===== config.mk =====
export PLATFORM = sky130hd
export DESIGN_NAME = alu32_flag_reg_flat
export DESIGN_NICKNAME = d
export VERILOG_FILES = /design/src/rtl/alu32_flag_reg_pkg.sv /design/src/rtl/alu32_flag_reg_if.sv /design/src/rtl/alu32_flag_reg_cond_eval.sv /design/src/rtl/alu32_flag_reg.sv /design/src/flat_wrapper.sv
export SDC_FILE = /design/constraint.sdc
export NUM_CORES = 1
export LEC_CHECK = 0
export ABC_AREA = 1
export BUFFER_PORTS_ARGS = -buffer_cell sky130_fd_sc_hd__buf_2
export CELL_PAD_IN_SITES_DETAIL_PLACEMENT = 1
export CELL_PAD_IN_SITES_GLOBAL_PLACEMENT = 1
export CORE_ASPECT_RATIO = 1.2
export CORE_MARGIN = 1
export CORE_UTILIZATION = 31
export CTS_BUF_LIST = sky130_fd_sc_hd__clkbuf_4 sky130_fd_sc_hd__clkbuf_8
export CTS_CLUSTER_SIZE = 20
export DETAILED_ROUTE_END_ITERATION = 6
export PLACE_DENSITY = 0.86
export SETUP_SLACK_MARGIN = 0.4
export SLEW_MARGIN = 10
export SYNTH_ARGS = -nofsm -noshare
export SYNTH_HDL_FRONTEND = slang
export SYNTH_SLANG_ARGS = --single-unit

===== constraint.sdc =====
create_clock -name clk -period 1.4 [get_ports clk]
set_clock_uncertainty 0.15 [all_clocks]
set_input_delay 0.14 -clock clk [delete_from_list [all_inputs] [get_ports clk]]
set_output_delay 0.14 -clock clk [all_outputs]
set_load 0.005 [all_outputs]

===== src/rtl/alu32_flag_reg_pkg.sv =====
// Shared types and helpers for the ALU flag/status register.
package alu32_flag_reg_pkg;

   localparam int unsigned OP_W   = 3;
   localparam int unsigned CC_W   = 4;
   localparam int unsigned FLAG_W = 4;

   // Flag vector, bit positions N=3, Z=2, C=1, V=0
   typedef struct packed {
      logic n;
      logic z;
      logic c;
      logic v;
   } flags_t;

   // Condition codes
   typedef enum logic [CC_W-1:0] {
      CC_EQ = 4'h0,
      CC_NE = 4'h1,
      CC_CS = 4'h2,
      CC_CC = 4'h3,
      CC_MI = 4'h4,
      CC_PL = 4'h5,
      CC_VS = 4'h6,
      CC_VC = 4'h7,
      CC_HI = 4'h8,
      CC_LS = 4'h9,
      CC_GE = 4'hA,
      CC_LT = 4'hB,
      CC_GT = 4'hC,
      CC_LE = 4'hD,
      CC_AL = 4'hE,
      CC_NV = 4'hF
   } cond_e;

   // Arithmetic opcodes are the ones allowed to update C and V
   function automatic logic is_arith(input logic [OP_W-1:0] op);
      return op[2:1] == 2'b11;
   endfunction

endpackage


===== src/rtl/alu32_flag_reg_if.sv =====
// Flag capture, sticky status and condition-query bus.
interface alu32_flag_reg_if #(
   parameter int unsigned CNT_W = 8
);
   logic             flags_valid;
   logic [2:0]       op;
   logic             c_in;
   logic             n_in;
   logic             z_in;
   logic             v_in;
   logic             clr_sticky;
   logic             cond_req;
   logic [3:0]       cond;
   logic [3:0]       flags_q;
   logic             c_sticky;
   logic             v_sticky;
   logic [CNT_W-1:0] ovf_cnt;
   logic             cond_valid;
   logic             cond_true;

   modport master (
      output flags_valid, op, c_in, n_in, z_in, v_in, clr_sticky, cond_req, cond,
      input  flags_q, c_sticky, v_sticky, ovf_cnt, cond_valid, cond_true
   );

   modport slave (
      input  flags_valid, op, c_in, n_in, z_in, v_in, clr_sticky, cond_req, cond,
      output flags_q, c_sticky, v_sticky, ovf_cnt, cond_valid, cond_true
   );
endinterface


===== src/rtl/alu32_flag_reg_cond_eval.sv =====
// Combinational condition-code evaluator over a {N,Z,C,V} flag vector.
module alu32_flag_reg_cond_eval
   import alu32_flag_reg_pkg::*;
(
   input  logic [CC_W-1:0]   cond_i,
   input  flags_t            flags_i,
   output logic              true_o
);

   // Decode the condition against the supplied flags
   always_comb begin
      true_o = 1'b0;
      unique case (cond_e'(cond_i))
         CC_EQ: true_o = flags_i.z;
         CC_NE: true_o = ~flags_i.z;
         CC_CS: true_o = flags_i.c;
         CC_CC: true_o = ~flags_i.c;
         CC_MI: true_o = flags_i.n;
         CC_PL: true_o = ~flags_i.n;
         CC_VS: true_o = flags_i.v;
         CC_VC: true_o = ~flags_i.v;
         CC_HI: true_o = flags_i.c & ~flags_i.z;
         CC_LS: true_o = ~flags_i.c | flags_i.z;
         CC_GE: true_o = (flags_i.n == flags_i.v);
         CC_LT: true_o = (flags_i.n != flags_i.v);
         CC_GT: true_o = ~flags_i.z & (flags_i.n == flags_i.v);
         CC_LE: true_o = flags_i.z | (flags_i.n != flags_i.v);
         CC_AL: true_o = 1'b1;
         CC_NV: true_o = 1'b0;
         default: true_o = 1'b0;
      endcase
   end

endmodule


===== src/rtl/alu32_flag_reg.sv =====
// Architectural flag register with sticky C/V, saturating overflow counter
// and a registered condition-code query port.
module alu32_flag_reg
   import alu32_flag_reg_pkg::*;
#(
   parameter int unsigned CNT_W = 8
)(
   input  logic              clk,
   input  logic              reset,
   alu32_flag_reg_if.slave   bus
);

   localparam logic [CNT_W-1:0] CNT_MAX = {CNT_W{1'b1}};

   flags_t           flag_q,       flag_d;
   logic             c_sticky_q,   c_sticky_d;
   logic             v_sticky_q,   v_sticky_d;
   logic [CNT_W-1:0] ovf_cnt_q,    ovf_cnt_d;
   logic             cond_valid_q, cond_valid_d;
   logic             cond_true_q,  cond_true_d;

   logic arith_cap;
   logic cond_hit;

   assign arith_cap = bus.flags_valid & is_arith(bus.op);

   // Next-state flags: N/Z on every capture, C/V only on arithmetic captures
   always_comb begin
      flag_d = flag_q;
      if (bus.flags_valid) begin
         flag_d.n = bus.n_in;
         flag_d.z = bus.z_in;
         if (is_arith(bus.op)) begin
            flag_d.c = bus.c_in;
            flag_d.v = bus.v_in;
         end
      end
   end

   // Sticky bits and overflow counter; a clear overrides a coincident capture
   always_comb begin
      c_sticky_d = c_sticky_q | (arith_cap & bus.c_in);
      v_sticky_d = v_sticky_q | (arith_cap & bus.v_in);
      ovf_cnt_d  = ovf_cnt_q;
      if (arith_cap && bus.v_in && (ovf_cnt_q != CNT_MAX)) begin
         ovf_cnt_d = ovf_cnt_q + CNT_W'(1);
      end
      if (bus.clr_sticky) begin
         c_sticky_d = 1'b0;
         v_sticky_d = 1'b0;
         ovf_cnt_d  = '0;
      end
   end

   // Queries see the bypassed next-state flags
   alu32_flag_reg_cond_eval u_cond_eval (
      .cond_i  (bus.cond),
      .flags_i (flag_d),
      .true_o  (cond_hit)
   );

   assign cond_valid_d = bus.cond_req;
   assign cond_true_d  = bus.cond_req & cond_hit;

   // State registers with synchronous reset
   always_ff @(posedge clk) begin
      if (reset) begin
         flag_q       <= '0;
         c_sticky_q   <= 1'b0;
         v_sticky_q   <= 1'b0;
         ovf_cnt_q    <= '0;
         cond_valid_q <= 1'b0;
         cond_true_q  <= 1'b0;
      end else begin
         flag_q       <= flag_d;
         c_sticky_q   <= c_sticky_d;
         v_sticky_q   <= v_sticky_d;
         ovf_cnt_q    <= ovf_cnt_d;
         cond_valid_q <= cond_valid_d;
         cond_true_q  <= cond_true_d;
      end
   end

   assign bus.flags_q    = flag_q;
   assign bus.c_sticky   = c_sticky_q;
   assign bus.v_sticky   = v_sticky_q;
   assign bus.ovf_cnt    = ovf_cnt_q;
   assign bus.cond_valid = cond_valid_q;
   assign bus.cond_true  = cond_true_q;

endmodule


===== src/flat_wrapper.sv =====
// flat-port wrapper written by rule: the top's interface ports become plain ports
module alu32_flag_reg_flat import alu32_flag_reg_pkg::*;
#(
   parameter int unsigned CNT_W = 8
)
  (clk, reset, bus_flags_valid, bus_op, bus_c_in, bus_n_in, bus_z_in, bus_v_in, bus_clr_sticky, bus_cond_req, bus_cond, bus_flags_q, bus_c_sticky, bus_v_sticky, bus_ovf_cnt, bus_cond_valid, bus_cond_true);
  alu32_flag_reg_if #(.CNT_W(CNT_W)) bus_i ();
  input  logic clk;
  input  logic reset;
  input wire logic [$bits(bus_i.flags_valid)-1:0] bus_flags_valid;
  input wire logic [$bits(bus_i.op)-1:0] bus_op;
  input wire logic [$bits(bus_i.c_in)-1:0] bus_c_in;
  input wire logic [$bits(bus_i.n_in)-1:0] bus_n_in;
  input wire logic [$bits(bus_i.z_in)-1:0] bus_z_in;
  input wire logic [$bits(bus_i.v_in)-1:0] bus_v_in;
  input wire logic [$bits(bus_i.clr_sticky)-1:0] bus_clr_sticky;
  input wire logic [$bits(bus_i.cond_req)-1:0] bus_cond_req;
  input wire logic [$bits(bus_i.cond)-1:0] bus_cond;
  output wire logic [$bits(bus_i.flags_q)-1:0] bus_flags_q;
  output wire logic [$bits(bus_i.c_sticky)-1:0] bus_c_sticky;
  output wire logic [$bits(bus_i.v_sticky)-1:0] bus_v_sticky;
  output wire logic [$bits(bus_i.ovf_cnt)-1:0] bus_ovf_cnt;
  output wire logic [$bits(bus_i.cond_valid)-1:0] bus_cond_valid;
  output wire logic [$bits(bus_i.cond_true)-1:0] bus_cond_true;
  assign bus_i.flags_valid = bus_flags_valid;
  assign bus_i.op = bus_op;
  assign bus_i.c_in = bus_c_in;
  assign bus_i.n_in = bus_n_in;
  assign bus_i.z_in = bus_z_in;
  assign bus_i.v_in = bus_v_in;
  assign bus_i.clr_sticky = bus_clr_sticky;
  assign bus_i.cond_req = bus_cond_req;
  assign bus_i.cond = bus_cond;
  assign bus_flags_q = bus_i.flags_q;
  assign bus_c_sticky = bus_i.c_sticky;
  assign bus_v_sticky = bus_i.v_sticky;
  assign bus_ovf_cnt = bus_i.ovf_cnt;
  assign bus_cond_valid = bus_i.cond_valid;
  assign bus_cond_true = bus_i.cond_true;
  alu32_flag_reg #(.CNT_W(CNT_W)) u_core (.clk(clk), .reset(reset), .bus(bus_i));
endmodule

# Yosys cells after proc, flatten, opt, wreduce, memory -nomap -nowiden
# Cells that the tools add are included.
[word_totals]
output_inout_bits = 16
reg_bits = 16
word_cells = 50
[op_classes]
n_mux = 3
bitwise = 14
n_eq_ne = 19
add_sub_neg = 1
n_reduce_logical = 4
[ops]
columns = ["operator", "count"]
rows = [
  ["4-bit equality test (second input constant)", 8],
  ["4-bit by 3-bit equality test with 1-bit output (second input constant)", 4],
  ["1-bit case mux with 16 select lines", 1],
  ["8-bit by 1-bit adder with 8-bit output (second input constant)", 1],
  ["4-bit by 2-bit equality test with 1-bit output (second input constant)", 2],
  ["8-bit inequality test (second input constant)", 1],
  ["1-bit bitwise AND", 6],
  ["4-bit by 1-bit equality test with 1-bit output (second input constant)", 1],
  ["4-bit zero test", 1],
  ["4-bit 2-to-1 mux", 1],
  ["1-bit inverter", 4],
  ["1-bit bitwise OR", 4],
  ["2-bit equality test (second input constant)", 1],
  ["1-bit logical AND", 2],
  ["2-bit 2-to-1 mux", 1],
  ["2-bit OR reduction", 1],
  ["1-bit equality test", 1],
  ["1-bit inequality test", 1],
]

# Logic depth before layout (Yosys ltp)
[depth]
depth_word = 7
ltp_mapped = 11

# Modules after synthesis
# A second synthesis with hierarchy kept.
[unflattened]
hier_cells = 154
area_unflattened_um2 = 944.7
[by_module_without_submodules]
columns = ["module", "cells_per_inst", "area_per_inst_um2", "seq_area_each_um2", "n_inst"]
rows = [
  ["alu32_flag_reg", 109, 739.5, 320.3, 1],
  ["alu32_flag_reg_cond_eval", 45, 205.2, 0.0, 1],
]

# Worst setup path before layout
# OpenSTA, ideal clock, no wires.
[synth_path]
path_kind = "reg2reg"
from = "reg u_core.ovf_cnt_q[0], in the netlist u_core.bus.ovf_cnt[0]"
to = "reg u_core.ovf_cnt_q[5], in the netlist u_core.bus.ovf_cnt[5]"
t_arrival_ns = 1.301
path_buffers = 0
path_slack_ns = -0.170
stages_incl_launch_ff = 8
setup_time_ns = 0.119
cell_sequence = "dfxtp_1 -> ha_1 -> nand2_1 -> nor3_2 -> a21oi_4 -> nand3_1 -> nor3b_1 -> nor3_1"
[synth_between]
elab_chain_len = 2
[synth_lines]
columns = ["element", "line_no", "text"]
rows = [
  ["from (decl)", "alu32_flag_reg.sv:18", "logic [CNT_W-1:0] ovf_cnt_q, ovf_cnt_d;"],
  ["from (signal assigned)", "alu32_flag_reg.sv:78", "ovf_cnt_q <= ovf_cnt_d;"],
  ["parallel branches: the longest is 2 deep, another holds 8-bit by 1-bit adder with 8-bit output", "-", ""],
]
# Several ways; the timed one is not identified.
# A chain may end at the register's enable or synchronous reset.

# Worst setup path in the final report
[layout_path]
from = "reg u_core.ovf_cnt_q[1], in the netlist u_core.bus.ovf_cnt[1]"
to = "reg u_core.ovf_cnt_q[4], in the netlist u_core.bus.ovf_cnt[4]"
# The elaborated chain is that of the path after synthesis.

==> out/metrics.yaml <==
grt:
  antenna_found_initial: 0
  grt_start_max_net_pins: 10
  grt_pass1_vias: 1157
  grt_overflow_total: 0
  grt_pass1_wl_mm: 4.82
  track_usage_pct: 21.0
clock_tree:
  cts_tree: "done"
  htreeDepth: 1
  clock-sinks: 16
  worst_skew_pair.late_latency_ps: 280
  cts-root-buf: "clkbuf_4"
  numCtsBuffers: 3
  clock_tree.buffer_depth: 2
  path_clk_slew_ps: 90
layout:
  fill_cells: 364
  fin_nets: 210
  layout-drive-gt1-share_pct: 49.5
  area_growth_pct: 65.1
  stdcell_area_sq_mm: 0.00148
  antenna_cells: 0
placement:
  io_buffer_count: 30
  gp_congestion: 0.815
  placed_cell_area_sq_mm: 0.00125
  dpl.hpwl_mm: 2.38
sta:
  slew_headroom_pct: 80.0
  setup_slack_ps: -259
  period_needed_ps: 1660
  report.final.setup_viol: 9
  fin_crit_sh_pct: 119
  finalHoldViolations: 1
  worst_pin_slew_ps: 299
  rsz0062_at_grt: "true"
  fmax_mhz: 603
  timing.hold.ws_ps: -71.9
  slew_violations: 0
  finalSetupTns_ps: -1070
synthesis:
  syn-num-nets: 151
  synth_top_area_share_pct: 35.7
  ys.flop_type: "dfxtp_1"
  synth_seq_cells: 16
  synth.most_common_cell: "nand2_1"
  ys_types: 24
  async_flop_share_pct: 0
  synth_top_area_cell: "dfxtp_1"
  syn_inst: 134
  synthTopCellsByCount: "nand2_1, inv_1, nor2_1"
  netlist_area_sq_um: 897
  avgSynthCellArea_sq_um: 6.69
  synthTopCellsByArea: "dfxtp_1, nand2_1, inv_1"
  synth_warnings: 0
  synth_edf_count: 0
  ys_seq_area_share_pct: 35.7
power:
  powerDensity_mw_per_mm2: 635
  irDropWorstVdd_mv: 0.329
  p_leak_uw: 0.000743
routing:
  first_pass_iters: 4
  drc: 0
  wl_per_cell_microns: 13.6
  dr_wl_met2_mm: 1.79
  ant_nets: 0
  vias: 1071
  met3_wirelength_microns: 86
  dr.first_iter.drc_count: 19
  drt-total-wl_mm: 3.07
  m1WireLength_mm: 1.15
  vias_per_cell: 4.74
  highest_layer: "met4"
floorplanning:
  core_area_sq_mm: 0.00276
  die_w_microns: 51.1
  rows: 21
  initial_core_util_pct: 32.5
  die_area_sq_mm: 0.00311
  die_h_microns: 60.9
  io_pins: 32
worst_setup_path:
  critPathMaxFanout: 7
  criticalPathCategory: "flop to flop"
  required_ps: 1460
  cp-start-kind: "flop"
  endpoint_kind: "flop"
  cp.arrival_ps: 1720
outcome:
  violations: "negative hold slack, negative setup slack"
  status: "complete, but fails checks"
run:
  maxCapViolCount: 0
hold_path:
  hp-class: "primary input to flop"
-- power by group --
group | internal, uW | total [uW] | switching (uW)
combinational | 70.7 | 170 | 99.2
clock | 158 | 300 | 142
sequential | 464 | 470 | 5.52
total | 693 | 940 | 247
-- layout by cell type, fill, tap and decap left out, types with 3 or more instances in the layout --
cell and count:
a21oi_1 8, buf_2 20, buf_4 17, buf_6 17, clkbuf_4 3, dfxtp_2 13, inv_1 22, nand2_1 30
nand2_2 3, nand3_1 8, nand4_1 3, nor2_1 17, o21ai_2 4
-- cell type report --
class / count / area [sq um] / share of cell area [%]
Multi-Input combinational cell: 95 / 557 / 37.6
Clock buffer: 4 / 36.3 / 2.45
Sequential cell: 16 / 340 / 23.0
Timing Repair Buffer: 54 / 419 / 28.3
Inverter: 23 / 86.3 / 5.83
Tap cell: 34 / 42.5 / 2.87
-- worst max-delay path, cell delays in order, from the launching register on --
cell     delay [ps]
dfxtp_2         350
ha_4            170
nand2_4          60
nor3_4           40
a21oi_4         290
nand4_1         230
buf_4           200
a21oi_2         110
-- path summary, 6_finish.rpt --
path                                       startpoint                     to  slack, ps  cells after the start
worst max-delay path            u_core.bus.ovf_cnt[1]  u_core.bus.ovf_cnt[4]       -260                      7
worst min-delay path                     bus_cond_req  u_core.bus.cond_valid        -70                      3
worst max register to register  u_core.bus.ovf_cnt[1]  u_core.bus.ovf_cnt[4]       -260                      7
worst min register to register    u_core.bus.c_sticky    u_core.bus.c_sticky        310                      2
-- per-stage QoR --
step                      setup WS (ps)  instances  power [uW]  utilization [%]
final                              -259        226         940             53.7
after detailed placement           -142        214         635             45.2
after global placement            -77.2        214         626             45.2
after CTS                          -113        223         942             50.5
after global routing               -326        226         983             53.7
after floorplan                   -91.3        134         561                -
-- cell families (layout without fill, tap and decap cells) --
kind of cell    count (synthesis)  count (layout)  synth area share (%)
compound gates                 18              18                  11.9
xor+xnor                        2               2                  1.95
fa+ha+maj                       1               1                  1.39
buf+inv                        23              81                  9.62
flops                          16              16                  35.7
simple gates                   74              74                  39.5
-- sequential cells by signal, indices dropped and copies added, names as in the netlist --
name / flops
u_core.bus.flags_q: 4
u_core.bus.ovf_cnt: 8
u_core.bus.cond_valid: 1
u_core.bus.cond_true: 1
u_core.bus.c_sticky: 1
u_core.bus.v_sticky: 1
-- layer usage --
layer,vias up,GRT usage (%)
met5,-,0
met4,0,7.14
met3,4,2.76
met2,19,45.1
met1,506,19.9
li1,542,-
-- repair_timing --
action,CTS,global route
setup endpoints to repair,24,25
pin swaps,2,6
endpoints found under the hold margin,1,1
resized for setup,25,16
buffers inserted,5,3
Note: power is estimated with default switching activity, not from simulation.
